$ cat config.mk
export PLATFORM = sky130hd
export DESIGN_NAME = mmio_timer_uart
export DESIGN_NICKNAME = d
export VERILOG_FILES = /design/src/rtl/mmio_timer_uart.sv
export SDC_FILE = /design/constraint.sdc
export NUM_CORES = 1
export LEC_CHECK = 0
export BUFFER_PORTS_ARGS = -buffer_cell sky130_fd_sc_hd__buf_2
export CAP_MARGIN = 20
export CELL_PAD_IN_SITES_DETAIL_PLACEMENT = 0
export CELL_PAD_IN_SITES_GLOBAL_PLACEMENT = 1
export CORE_UTILIZATION = 29
export DETAILED_ROUTE_END_ITERATION = 10
export PLACE_DENSITY_LB_ADDON = 0.3
export SETUP_SLACK_MARGIN = 0.4
export SLEW_MARGIN = 20
export SYNTH_ARGS = -nofsm -noshare
export SYNTH_HDL_FRONTEND = slang
export SYNTH_SLANG_ARGS = --single-unit
$ cat constraint.sdc
create_clock -name clk -period 2.63 [get_ports clk]
set_input_delay 0.263 -clock clk [delete_from_list [all_inputs] [get_ports clk]]
set_output_delay 0.263 -clock clk [all_outputs]
set_load 0.02 [all_outputs]
$ cat src/rtl/mmio_timer_uart.sv
// Memory-mapped peripheral: reload timer with interrupt, LED/7-segment/switch
// registers and an 8N1 UART transmitter, answering loads combinationally.
module mmio_timer_uart #(
   parameter int          BAUD_DIV = 5208,
   parameter logic [31:0] BASE     = 32'h40000000
) (
   input  logic        clk,
   input  logic        reset,
   input  logic        rd,
   input  logic        wr,
   input  logic [31:0] addr,
   input  logic [31:0] wdata,
   output logic [31:0] rdata,
   output logic [7:0]  led,
   input  logic [7:0]  switch,
   output logic [11:0] digi,
   output logic        irq,
   output logic        uart_tx
);

   localparam int             CW        = (BAUD_DIV > 1) ? $clog2(BAUD_DIV) : 1;
   localparam logic [CW-1:0]  BAUD_LAST = CW'(BAUD_DIV - 1);

   typedef enum logic [1:0] {
      IDLE,
      START,
      DATA,
      STOP
   } txState_e;

   logic          hit;
   logic [2:0]    regOff;
   logic          wrHit;
   logic          unusedAddrBits;

   logic [31:0]   th_q, th_d;
   logic [31:0]   tl_q, tl_d;
   logic          timEn_q, timEn_d;
   logic          irqEn_q, irqEn_d;
   logic          irqStatus_q, irqStatus_d;
   logic          irq_q, irq_d;
   logic          ovfSet;
   logic [7:0]    led_q, led_d;
   logic [11:0]   digi_q, digi_d;

   txState_e      state_q, state_d;
   logic [7:0]    txd_q, txd_d;
   logic [CW-1:0] baud_q, baud_d;
   logic [2:0]    bitIdx_q, bitIdx_d;
   logic          txDone_q, txDone_d;
   logic          uartTx_q, uartTx_d;
   logic          txBusy;
   logic          baudEnd;

   assign hit            = (addr[31:5] == BASE[31:5]);
   assign regOff         = addr[4:2];
   assign wrHit          = wr & hit;
   assign unusedAddrBits = ^addr[1:0];
   assign txBusy         = (state_q != IDLE);
   assign baudEnd        = (baud_q == BAUD_LAST);

   // Timer and simple registers; a bus write lands after the hardware update so it wins.
   always_comb begin
      th_d        = th_q;
      tl_d        = tl_q;
      timEn_d     = timEn_q;
      irqEn_d     = irqEn_q;
      led_d       = led_q;
      digi_d      = digi_q;
      ovfSet      = 1'b0;
      if (timEn_q) begin
         if (tl_q == 32'hFFFFFFFF) begin
            tl_d   = th_q;
            ovfSet = irqEn_q;
         end else begin
            tl_d = tl_q + 32'd1;
         end
      end
      irqStatus_d = irqStatus_q | ovfSet;
      if (wrHit) begin
         case (regOff)
            3'd0: th_d = wdata;
            3'd1: tl_d = wdata;
            3'd2: begin
               timEn_d = wdata[0];
               irqEn_d = wdata[1];
               if (!wdata[2]) begin
                  irqStatus_d = 1'b0;
               end
            end
            3'd3: led_d  = wdata[7:0];
            3'd5: digi_d = wdata[11:0];
            default: ;
         endcase
      end
      irq_d = irqEn_d & irqStatus_d;
   end

   // UART transmitter; the done clear is applied first so a frame completion in the same cycle wins.
   always_comb begin
      state_d  = state_q;
      txd_d    = txd_q;
      baud_d   = baud_q;
      bitIdx_d = bitIdx_q;
      txDone_d = txDone_q;
      if (wrHit && (regOff == 3'd7) && wdata[1]) begin
         txDone_d = 1'b0;
      end
      case (state_q)
         IDLE: begin
            if (wrHit && (regOff == 3'd6)) begin
               txd_d    = wdata[7:0];
               state_d  = START;
               baud_d   = '0;
               bitIdx_d = 3'd0;
            end
         end
         START: begin
            if (baudEnd) begin
               baud_d  = '0;
               state_d = DATA;
            end else begin
               baud_d = baud_q + 1'b1;
            end
         end
         DATA: begin
            if (baudEnd) begin
               baud_d   = '0;
               bitIdx_d = bitIdx_q + 3'd1;
               if (bitIdx_q == 3'd7) begin
                  state_d = STOP;
               end
            end else begin
               baud_d = baud_q + 1'b1;
            end
         end
         STOP: begin
            if (baudEnd) begin
               baud_d   = '0;
               state_d  = IDLE;
               txDone_d = 1'b1;
            end else begin
               baud_d = baud_q + 1'b1;
            end
         end
         default: state_d = IDLE;
      endcase
      case (state_d)
         START:   uartTx_d = 1'b0;
         DATA:    uartTx_d = txd_d[bitIdx_d];
         default: uartTx_d = 1'b1;
      endcase
   end

   always_ff @(posedge clk) begin
      if (!reset) begin
         th_q        <= '0;
         tl_q        <= '0;
         timEn_q     <= 1'b0;
         irqEn_q     <= 1'b0;
         irqStatus_q <= 1'b0;
         irq_q       <= 1'b0;
         led_q       <= '0;
         digi_q      <= '0;
         state_q     <= IDLE;
         txd_q       <= '0;
         baud_q      <= '0;
         bitIdx_q    <= '0;
         txDone_q    <= 1'b0;
         uartTx_q    <= 1'b1;
      end else begin
         th_q        <= th_d;
         tl_q        <= tl_d;
         timEn_q     <= timEn_d;
         irqEn_q     <= irqEn_d;
         irqStatus_q <= irqStatus_d;
         irq_q       <= irq_d;
         led_q       <= led_d;
         digi_q      <= digi_d;
         state_q     <= state_d;
         txd_q       <= txd_d;
         baud_q      <= baud_d;
         bitIdx_q    <= bitIdx_d;
         txDone_q    <= txDone_d;
         uartTx_q    <= uartTx_d;
      end
   end

   always_comb begin
      rdata = '0;
      if (rd && hit) begin
         case (regOff)
            3'd0:    rdata = th_q;
            3'd1:    rdata = tl_q;
            3'd2:    rdata = {29'd0, irqStatus_q, irqEn_q, timEn_q};
            3'd3:    rdata = {24'd0, led_q};
            3'd4:    rdata = {24'd0, switch};
            3'd5:    rdata = {20'd0, digi_q};
            3'd6:    rdata = {24'd0, txd_q};
            3'd7:    rdata = {30'd0, txDone_q, txBusy};
            default: rdata = '0;
         endcase
      end
   end

   assign led     = led_q;
   assign digi    = digi_q;
   assign irq     = irq_q;
   assign uart_tx = uartTx_q;

endmodule

==> results of run 1 <==
## state kept, by name, summed over array words and instances (netlist names)
signal / flops
baud_q: 13
bitIdx_q: 3
irqEn_q: 1
timEn_q: 1
irqStatus_q: 1
state_q: 2
txd_q: 8
led: 8
txDone_q: 1
tl_q: 32
uart_tx: 1
irq: 1
digi: 12
th_q: 32
## worst min path at each step
| stage | cells after the start | end | slack (ps) |
|---|---|---|---|
| floorplan | 2 | tl_q[1]$_SDFF_PN0_ | 390 |
| global placement | 2 | th_q[4]$_SDFFE_PN0P_ | 470 |
| detailed placement | 2 | th_q[20]$_SDFFE_PN0P_ | 480 |
| CTS | 3 | tl_q[18]$_SDFF_PN0_ | 60 |
| global route | 3 | tl_q[16]$_SDFF_PN0_ | 70 |
| finish | 3 | tl_q[18]$_SDFF_PN0_ | 80 |
## kinds of logic after synthesis
family                     after synthesis  share of synthesized area, %
buffers and inverters                   82                          4.71
muxes                                   17                          2.54
adders and majority gates                4                         0.736
DFF                                    116                          34.1
xor gates and xnor gates                 1                         0.129
AOI/OAI and AO/OA                      303                          29.4
and+or+nand+nor                        405                          28.3
## layer usage
metal / routed length (um) / vias up / GRT usage, %
met1: 12000 / 3366 / 28.3
met2: 10500 / 208 / 30.6
met3: 1200 / 13 / 4.43
met4: 190 / 0 / 4.72
li1: - / 3623 / -
met5: 0 / - / 0
## worst reg2reg max path: cells and delay by family, from the launching register on
kind / cells / cell delay [ps]
adder cells (fa/ha/maj): 2 / 490
AO/OA/AOI/OAI: 5 / 850
flip-flops: 1 / 350
AND/OR/NAND/NOR: 2 / 300
## cells in the mapped netlist (all sizes together) (2+ instances only)
| library cell | count |
|---|---|
| o31ai | 9 |
| o22ai | 2 |
| nor2b | 9 |
| nand2b | 2 |
| nor2 | 70 |
| and4 | 8 |
| a21boi | 74 |
| a22o | 6 |
| or3 | 7 |
| a21oi | 58 |
| nor4 | 14 |
| a31o | 4 |
| a21o | 3 |
| a211oi | 6 |
| mux2 | 2 |
| and2 | 20 |
| a221oi | 3 |
| clkbuf | 50 |
| mux2i | 15 |
| o21a | 6 |
| o21ai | 66 |
| a41o | 2 |
| o211ai | 4 |
| nor4b | 2 |
| nand3b | 4 |
| nand2 | 178 |
| a211o | 3 |
| ha | 4 |
| nand4 | 12 |
| and4b | 2 |
| a31oi | 14 |
| o311a | 2 |
| a22oi | 28 |
| inv | 17 |
| nand3 | 30 |
| a41oi | 2 |
| and3 | 20 |
| buf | 13 |
| clkinv | 2 |
| nor3 | 22 |
| dfxtp | 116 |
| a222oi | 2 |
## report_power, final
group	leakage, nW	switching (mW)	internal, mW
clock	0.314	0.853	1.72
sequential	0.938	0.00000000134	1.76
combinational	2.01	0.133	0.0891
total	3.27	0.986	3.57
## stage by stage
step                      utilization, %  hold WS [ps]  area, sq um
after floorplan                        -           393         6800
after global placement              34.9           467         7980
after detailed placement            34.9           476         7980
after CTS                           37.9          64.0         8650
final                               38.5          76.0         8790
after global routing                38.5          74.9         8790
## layout make-up
class | count | area [sq um] | share of cell area (%)
inverter | 19 | 71.3 | 0.812
sequential | 116 | 2340 | 26.6
multi-input combinational | 730 | 4290 | 48.8
clock buffer | 22 | 464 | 5.28
clock inverter | 10 | 178 | 2.02
tap | 313 | 392 | 4.46
timing repair buffer | 178 | 1060 | 12.1
## repair_timing
item / 4_1_cts / 5_1_grt
hold buffers: 0 / 0
cloned: 0 / 0
endpoints found under the setup margin: 38 / 62
gates resized for setup: 8 / 28
pin swaps: 1 / 5
setup buffers: 2 / 4
==> flow_summary.yaml, run 1 <==
outcome:
  status: "finished clean"
timing:
  fin_crit_ps: 2140
  setup_ws_ps: 494
  worst_slew_pin_slew_ps: 536
  relSlewSlack_pct: 64.0
  setup_viol: 0
  period_share_pct: 81.2
  final_hold_viol_count: 0
  setup_tns_ps: 0
  fmax_ghz: 0.468
  skew_ps: 5.77
  rsz0062_at_grt: "yes"
  finalMaxSlewViolations: 0
yosys:
  ys_ff_latch: 116
  synth_nets: 1008
  yosys_warnings: 0
  netlist_instances: 928
  synth_top_area_share_pct: 34.1
  yosysSeqAreaShare_pct: 34.1
  synth_edf_count: 0
  yosys.area.top_type: "dfxtp_1"
  synth_ff_type: "dfxtp_1"
  synth_area_per_cell_sq_um: 7.33
  syn-cell-area_sq_um: 6800
  synth_area_leaders: "dfxtp_1 (34%), nand2_1 (9.8%), a21boi_0 (8.1%), o21ai_0 (4.8%), a21oi_1 (4.3%)"
  netlist-cell-type-count: 67
  async_reset_ff_share_pct: 0
critical_path:
  cp_num_buf_inv: 1
  cp_max_fo: 13
  crit_top_cell: "o21ai_0"
  r2r_end: "uart_tx$_SDFF_PN1_"
  r2r_setup_slack_ps: 490
  arrival_ps: 1870
  cp-end-kind: "primary output"
  crit_chain: "nor2_1 > nand2_1 > o21ai_0 > o21ai_0 > a21oi_1 > nor3_2 > buf_2"
  crit_end: "rdata[0]"
  crit_type: "reg2out"
  timing.rr.start: "bitIdx_q[0]$_SDFF_PN0_"
  cp-start-kind: "flop"
  r2r_cells: 9
  crit_cells: 7
  cp_slowest_cell: "dfxtp_4"
  crit_required_ps: 2370
  critPathTopFamily: "simple AND/OR/NAND/NOR gates"
  setup.worst_path.start: "state_q[1]$_SDFF_PN0_"
  critPathMaxStageDelay_ps: 390
global_routing:
  grtUsageTotal_pct: 20.0
  grt_overflow: 0
  antenna_found_initial: 0
  grt_pass1_vias: 6787
  grt_pass1_wl_um: 37600
  grt_max_degree: 72
floorplan:
  core_sq_um: 22800
  ioPinCount: 130
  die_y_um: 155
  core.rowCount: 55
  fp.dieW_um: 155
  die-area_sq_um: 24100
  initial_utilization_pct: 29.8
detailed_routing:
  finalWirelength_um: 23900
  wire_per_inst_um: 17.2
  drc: 0
  first_pass_iters: 5
  vias: 7210
  first_iter_violations: 428
  ant_nets: 0
  via_per_inst: 5.19
layout:
  diodes: 0
  layout.cells.non_filler: 1388
  syn2layout_area_growth_pct: 29.1
  fin_nets: 1142
  mostFrequentLayoutCells: "nand2_1 (177), buf_2 (127), dfxtp_1 (109)"
  drive_gt1_share_pct: 23.5
  fill_cells: 2458
  final_common_cell: "nand2_1"
min_path:
  hold_path_class: "in2reg"
  hp-start: "wdata[18]"
placed_design:
  pre_cts_ws_ps: 119
  port_buffers: 127
  dp_cells: 1350
  hpwl_um: 16800
  gp_congestion: 0.833
clock_tree:
  clock_latency_ps: 430
  clock-sinks: 116
  cts_buffers: 17
  htreeDepth: 4
  clock_path_buffers: 2
  clock-root-buffer: "clkbuf_16"
  cts_tree: "yes"
  clkTransAtPathRegs_ps: 50
power:
  powerDensity_nw_per_um2: 518
  vdd_ir_drop_max_mv: 0.426
  p_total_mw: 4.55
  p_leak_nw: 3.27
flow_run:
  drv_cap: 0
No activity file was read; power rests on OpenSTA's default activity.
==> run 2: changes to the inputs <==
ABC_AREA = 1   (was default)
clock period = 2.2 ns   (was 2.63 ns; I/O delays follow)
==> run 2 against run 1 <==
Critical path depth did not move. Sequential share of layout area fell by 2.9 points. Sequential cell count did not move. Non-clock buffer count rose by 32. First-iteration DRC count fell by 12%. Synthesized area rose by 3.8%. Sequential power rose by 19%. Clock-buffer cell count rose by 2. Via count rose by 6.5%. Combinational power rose by 41%. Wire length rose by 2.3%. Critical path type unchanged.
==> flow_summary.yaml, run 2 <==
outcome:
  status: "finished clean"
layout:
  final_common_cell: "nand2_1"
  stdcell_area_sq_um: 9980
  final_util_pct: 42.1
  diodes: 0
  drive_gt1_share_pct: 33.0
  fill_cells: 2490
  mostFrequentLayoutCells: "nand2_1 (196), inv_1 (124), nor2_1 (110)"
  largestRegisters: "th_q x32, tl_q x32, baud_q x13"
  syn2layout_area_growth_pct: 41.3
  fin_nets: 1336
power:
  comb_power_share_pct: 6.1
  power.clock.fraction_pct: 53.2
  p_leak_nw: 3.89
  powerDensity_nw_per_um2: 516
  p_switching_mw: 1.17
  switching_share_pct: 22.7
  power_frac_seq_pct: 40.7
  internal-power_mw: 3.97
  p_total_mw: 5.14
  vdd_ir_drop_max_mv: 0.380
clock_tree:
  clkTransAtPathRegs_ps: 60
  clock-root-buffer: "clkbuf_16"
  clock_latency_ps: 420
  cts_tree: "yes"
  htreeDepth: 4
  cts_buffers: 17
  clock_path_buffers: 2
  clock-sinks: 116
timing:
  worst_slew_pin_slew_ps: 750
  fmax_ghz: 0.512
  setup_tns_ps: 0
  setup_viol: 0
  relSlewSlack_pct: 50.0
  fin_crit_ps: 1950
  finalMaxSlewViolations: 0
  rsz0062_at_grt: "yes"
  final_hold_viol_count: 0
  skew_ps: 9.88
  period_share_pct: 88.7
yosys:
  synth.most_common_cell: "nand2_1"
  ys_ff_latch: 116
  synth_top_area_share_pct: 32.9
  netlist-cell-type-count: 46
  synth_area_per_cell_sq_um: 6.55
  netlist_instances: 1078
  yosys_warnings: 0
  synth_ff_type: "dfxtp_1"
  synth_area_leaders: "dfxtp_1 (33%), nand2_1 (11%), inv_1 (7.3%), a21oi_1 (6.6%), nor2_1 (6.6%)"
  syn-cell-area_sq_um: 7060
  yosys.area.top_type: "dfxtp_1"
  async_reset_ff_share_pct: 0
  yosysSeqAreaShare_pct: 32.9
  synth_common_cells: "nand2_1 (209), inv_1 (137), nor2_1 (124)"
  synth_edf_count: 0
  synth_nets: 1158
floorplan:
  core_sq_um: 23700
  die-area_sq_um: 25000
  initial_utilization_pct: 29.8
  ioPinCount: 130
  core.rowCount: 56
  die_y_um: 158
  fp.dieW_um: 158
placed_design:
  hpwl_um: 17400
  gp_congestion: 0.912
  port_buffers: 127
  placed_area_sq_um: 8330
critical_path:
  crit_type: "reg2out"
  cp-start-kind: "flop"
  cp_max_fo: 2
  cp-end-kind: "primary output"
  crit_required_ps: 1980
  r2r_setup_slack_ps: 280
  arrival_ps: 1730
detailed_routing:
  first_iter_violations: 377
  vias: 7679
  first_pass_iters: 4
  wire_per_inst_um: 15.4
  via_per_inst: 4.84
  finalWirelength_um: 24400
  ant_nets: 0
  drc: 0
global_routing:
  grt_pass1_wl_um: 38600
  grt_max_degree: 45
  antenna_found_initial: 0
  grtUsageTotal_pct: 20.0
  grt_pass1_vias: 7334
  grt_overflow: 0
flow_run:
  drv_cap: 0
min_path:
  hold_path_class: "in2reg"
run 2: changes by cell type after synthesis, moves of 25 or more:
cell      delta
inv_1      +120
a21boi_0    -73
nor2_1      +54
a21oi_1     +35
nand2_1     +31
a22oi_1     -27
o21ai_0     +25
run 2: final cells by class:
class	instances	area, sq um	share of cell area [%]
multi-input combinational	760	4610	46.2
clock buffer	24	492	4.93
tap	319	399	4.00
sequential	116	2360	23.7
timing repair buffer	210	1450	14.5
timing repair inverter	1	7.51	0.0752
clock inverter	5	75.1	0.752
inverter	150	583	5.84
run 2: final timing paths:
| path | start | cells after the start | end |
|---|---|---|---|
| worst max register to register | tl_q[1]$_SDFF_PN0_ | 13 | tl_q[6]$_SDFF_PN0_ |
| worst max-delay path | state_q[0]$_SDFF_PN0_ | 7 | rdata[0] |
| worst min-delay path | wdata[12] | 3 | th_q[12]$_SDFFE_PN0P_ |
| worst min register to register | baud_q[0]$_SDFFE_PN0P_ | 1 | baud_q[0]$_SDFFE_PN0P_ |
run 2: cell families after synthesis:
group / Yosys count / synth area share [%]
buffers and inverters: 202 / 11.2
flip-flops: 116 / 32.9
AND/OR/NAND/NOR: 437 / 27.4
adder cells (fa/ha/maj): 4 / 0.709
AO/OA/AOI/OAI: 293 / 24.6
XOR/XNOR: 26 / 3.22
run 2: repair_timing:
item                                   in CTS  in global routing
pin swaps                                  33                 47
setup endpoints to repair                  70                 72
hold buffers                                0                  0
endpoints found under the hold margin       0                  0
gates cloned                                1                  1
setup buffers                              17                 15
resized for setup                          79                139
run 2: per-stage QoR:
step                      setup slack, ps  std cells  hold slack, ps
final                                 248       1585            42.4
after CTS                             199       1569            27.9
after floorplan                       395       1078             355
after detailed placement             98.6       1522             468
after global placement                148       1522             465
after global routing                  137       1585            73.2
run 2: critical path, stage by stage, from the launching register on:
cell and delay [ps]:
dfxtp_4 350, nor2_4 110, inv_2 60, a221oi_4 240, o2111ai_2 140, a21oi_2 160
nor2_1 80, buf_4 160
run 2: power by group through the flow:
stage / logic [mW] / clock network (mW) / registers (mW)
after floorplan: 0.104 / 0 / 2.15
after global placement: 0.265 / 0 / 2.15
after detailed placement: 0.266 / 0 / 2.15
after CTS: 0.275 / 2.77 / 2.10
after global routing: 0.338 / 2.87 / 2.09
final: 0.312 / 2.74 / 2.10
run 2: metal layers:
layer | vias to the layer above | global-route usage (%) | wire length, um
li1 | 3946 | - | -
met3 | 28 | 3.42 | 875
met1 | 3580 | 26.3 | 11300
met4 | 0 | 4.99 | 283
met5 | - | 0 | 0
met2 | 125 | 33.6 | 11900
==> run 3: changes to the inputs <==
CTS_CLUSTER_DIAMETER = 150   (was default)
CTS_CLUSTER_SIZE = 12   (was default)
RECOVER_POWER = 25   (was default)
==> run 3 against run 2 <==
Largest cell class unchanged. Hold slack improved by 1.2 ps. Die area stayed put. Sequential share of layout area grew 0.20 points. Clock power about the same. Clock skew rose by 1.0 ps. Combinational power about the same. Critical path depth did not move. Cell count is the same.
==> flow_summary.yaml, run 3 (same netlist as run 2, synthesis figures left out) <==
clock_tree:
  clock-sinks: 116
  htreeDepth: 4
  cts_hold_buffers: 0
  cts_tree: "yes"
  cts_buffers: 17
  clock-root-buffer: "clkbuf_16"
  clock_latency_ps: 420
  clock_path_buffers: 2
  clkTransAtPathRegs_ps: 60
layout:
  largestRegisters: "th_q x32, tl_q x32, baud_q x13"
  final_util_pct: 41.8
  fill_cells: 2506
  diodes: 0
  layout.cells.non_filler: 1585
  mostFrequentLayoutCells: "nand2_1 (199), inv_1 (124), nor2_1 (112)"
  syn2layout_area_growth_pct: 40.1
  stdcell_area_sq_um: 9890
  drive_gt1_share_pct: 30.4
  fin_nets: 1336
  final_common_cell: "nand2_1"
power:
  power.clock.fraction_pct: 53.2
  vdd_ir_drop_max_mv: 0.379
  p_switching_mw: 1.16
  switching_share_pct: 22.6
  p_total_mw: 5.14
  power_frac_seq_pct: 40.8
  internal-power_mw: 3.97
  powerDensity_nw_per_um2: 519
  comb_power_share_pct: 6.0
  p_leak_nw: 3.77
global_routing:
  grt_pass1_wl_um: 38600
  grt_pass1_vias: 7334
  grtUsageTotal_pct: 20.0
  grt_max_degree: 45
  grt_overflow: 0
  antenna_found_initial: 0
critical_path:
  cp-start-kind: "flop"
  crit_top_cell: "nor2_1"
  cp_slowest_cell: "dfxtp_4"
  crit_type: "reg2out"
  critPathMaxStageDelay_ps: 340
  r2r_setup_slack_ps: 230
  cp_max_fo: 2
  crit_chain: "nor2_1 > inv_2 > a221oi_4 > o2111ai_2 > a21oi_2 > nor2_1 > buf_4"
  arrival_ps: 1810
  cp-end-kind: "primary output"
  crit_required_ps: 1980
detailed_routing:
  wire_per_inst_um: 15.4
  vias: 7737
  first_iter_violations: 327
  drc: 0
  via_per_inst: 4.88
  finalWirelength_um: 24400
  first_pass_iters: 5
  ant_nets: 0
placed_design:
  placed_area_sq_um: 8330
  hpwl_um: 17400
  gp_congestion: 0.912
  pre_cts_ws_ps: 98.6
  dp_cells: 1522
  port_buffers: 127
timing:
  final_hold_viol_count: 0
  skew_ps: 10.9
  fmax_ghz: 0.492
  setup_viol: 0
  setup_ws_ps: 168
  finalMaxSlewViolations: 0
  period_share_pct: 92.4
  relSlewSlack_pct: 50.2
  rsz0062_at_grt: "yes"
  fin_crit_ps: 2030
  setup_tns_ps: 0
  whs_ps: 43.6
  worst_slew_pin_slew_ps: 747
floorplan:
  initial_utilization_pct: 29.8
  ioPinCount: 130
  core.rowCount: 56
  die-area_sq_um: 25000
  fp.dieW_um: 158
  die_y_um: 158
  core_sq_um: 23700
outcome:
  status: "finished clean"
flow_run:
  drv_cap: 0
min_path:
  hold_path_class: "in2reg"
-- run 3: cell types whose count changed in the layout (fill, tap and decap cells not counted), sizes merged --
cell    change
buf        -26
clkbuf     +26
-- run 3: worst max-delay path: cells and delay by family (launching register included) --
| kind | cells | cell delay, ps |
|---|---|---|
| and+or+nand+nor | 2 | 250 |
| DFF | 1 | 340 |
| buffers and inverters | 2 | 240 |
| AOI/OAI and AO/OA | 3 | 550 |
-- run 3: routing by layer --
layer,wire length [um],share of wire (%),track usage [%],up-vias
met5,0,0,0,-
met4,285,1.2,4.99,0
met3,921,3.8,3.42,29
met2,11900,49,33.6,137
met1,11300,46,26.3,3631
li1,-,-,-,3940
-- run 3: timing repair --
action / in CTS / in global routing
pin swaps: 33 / 47
gates resized for setup: 79 / 139
gates cloned: 1 / 1
setup buffers: 17 / 15
endpoints found under the setup margin: 70 / 72
-- run 3: final timing paths --
kind | start | to | depth (start not counted)
max | state_q[0]$_SDFF_PN0_ | rdata[0] | 7
min | wdata[12] | th_q[12]$_SDFFE_PN0P_ | 3
max reg2reg | baud_q[3]$_SDFFE_PN0P_ | uart_tx$_SDFF_PN1_ | 10
min reg2reg | baud_q[0]$_SDFFE_PN0P_ | baud_q[0]$_SDFFE_PN0P_ | 1
-- run 3: area by class of cell --
class | count | area [sq um] | share of cell area (%)
clock inverters | 5 | 75.1 | 0.759
inverters | 150 | 583 | 5.89
repair buffers | 210 | 1410 | 14.3
multi-input cells | 760 | 4560 | 46.1
clock buffers | 24 | 492 | 4.97
well taps | 319 | 399 | 4.03
flip-flops and latches | 116 | 2360 | 23.9
repair inverters | 1 | 7.51 | 0.0759
-- run 3: power groups by stage --
stage | logic [mW] | clock network, mW | registers (mW)
6_report | 0.310 | 2.73 | 2.10
5_1_grt | 0.337 | 2.87 | 2.09
4_1_cts | 0.275 | 2.77 | 2.10
3_5_place_dp | 0.266 | 0 | 2.15
3_3_place_gp | 0.265 | 0 | 2.15
2_1_floorplan | 0.104 | 0 | 2.15
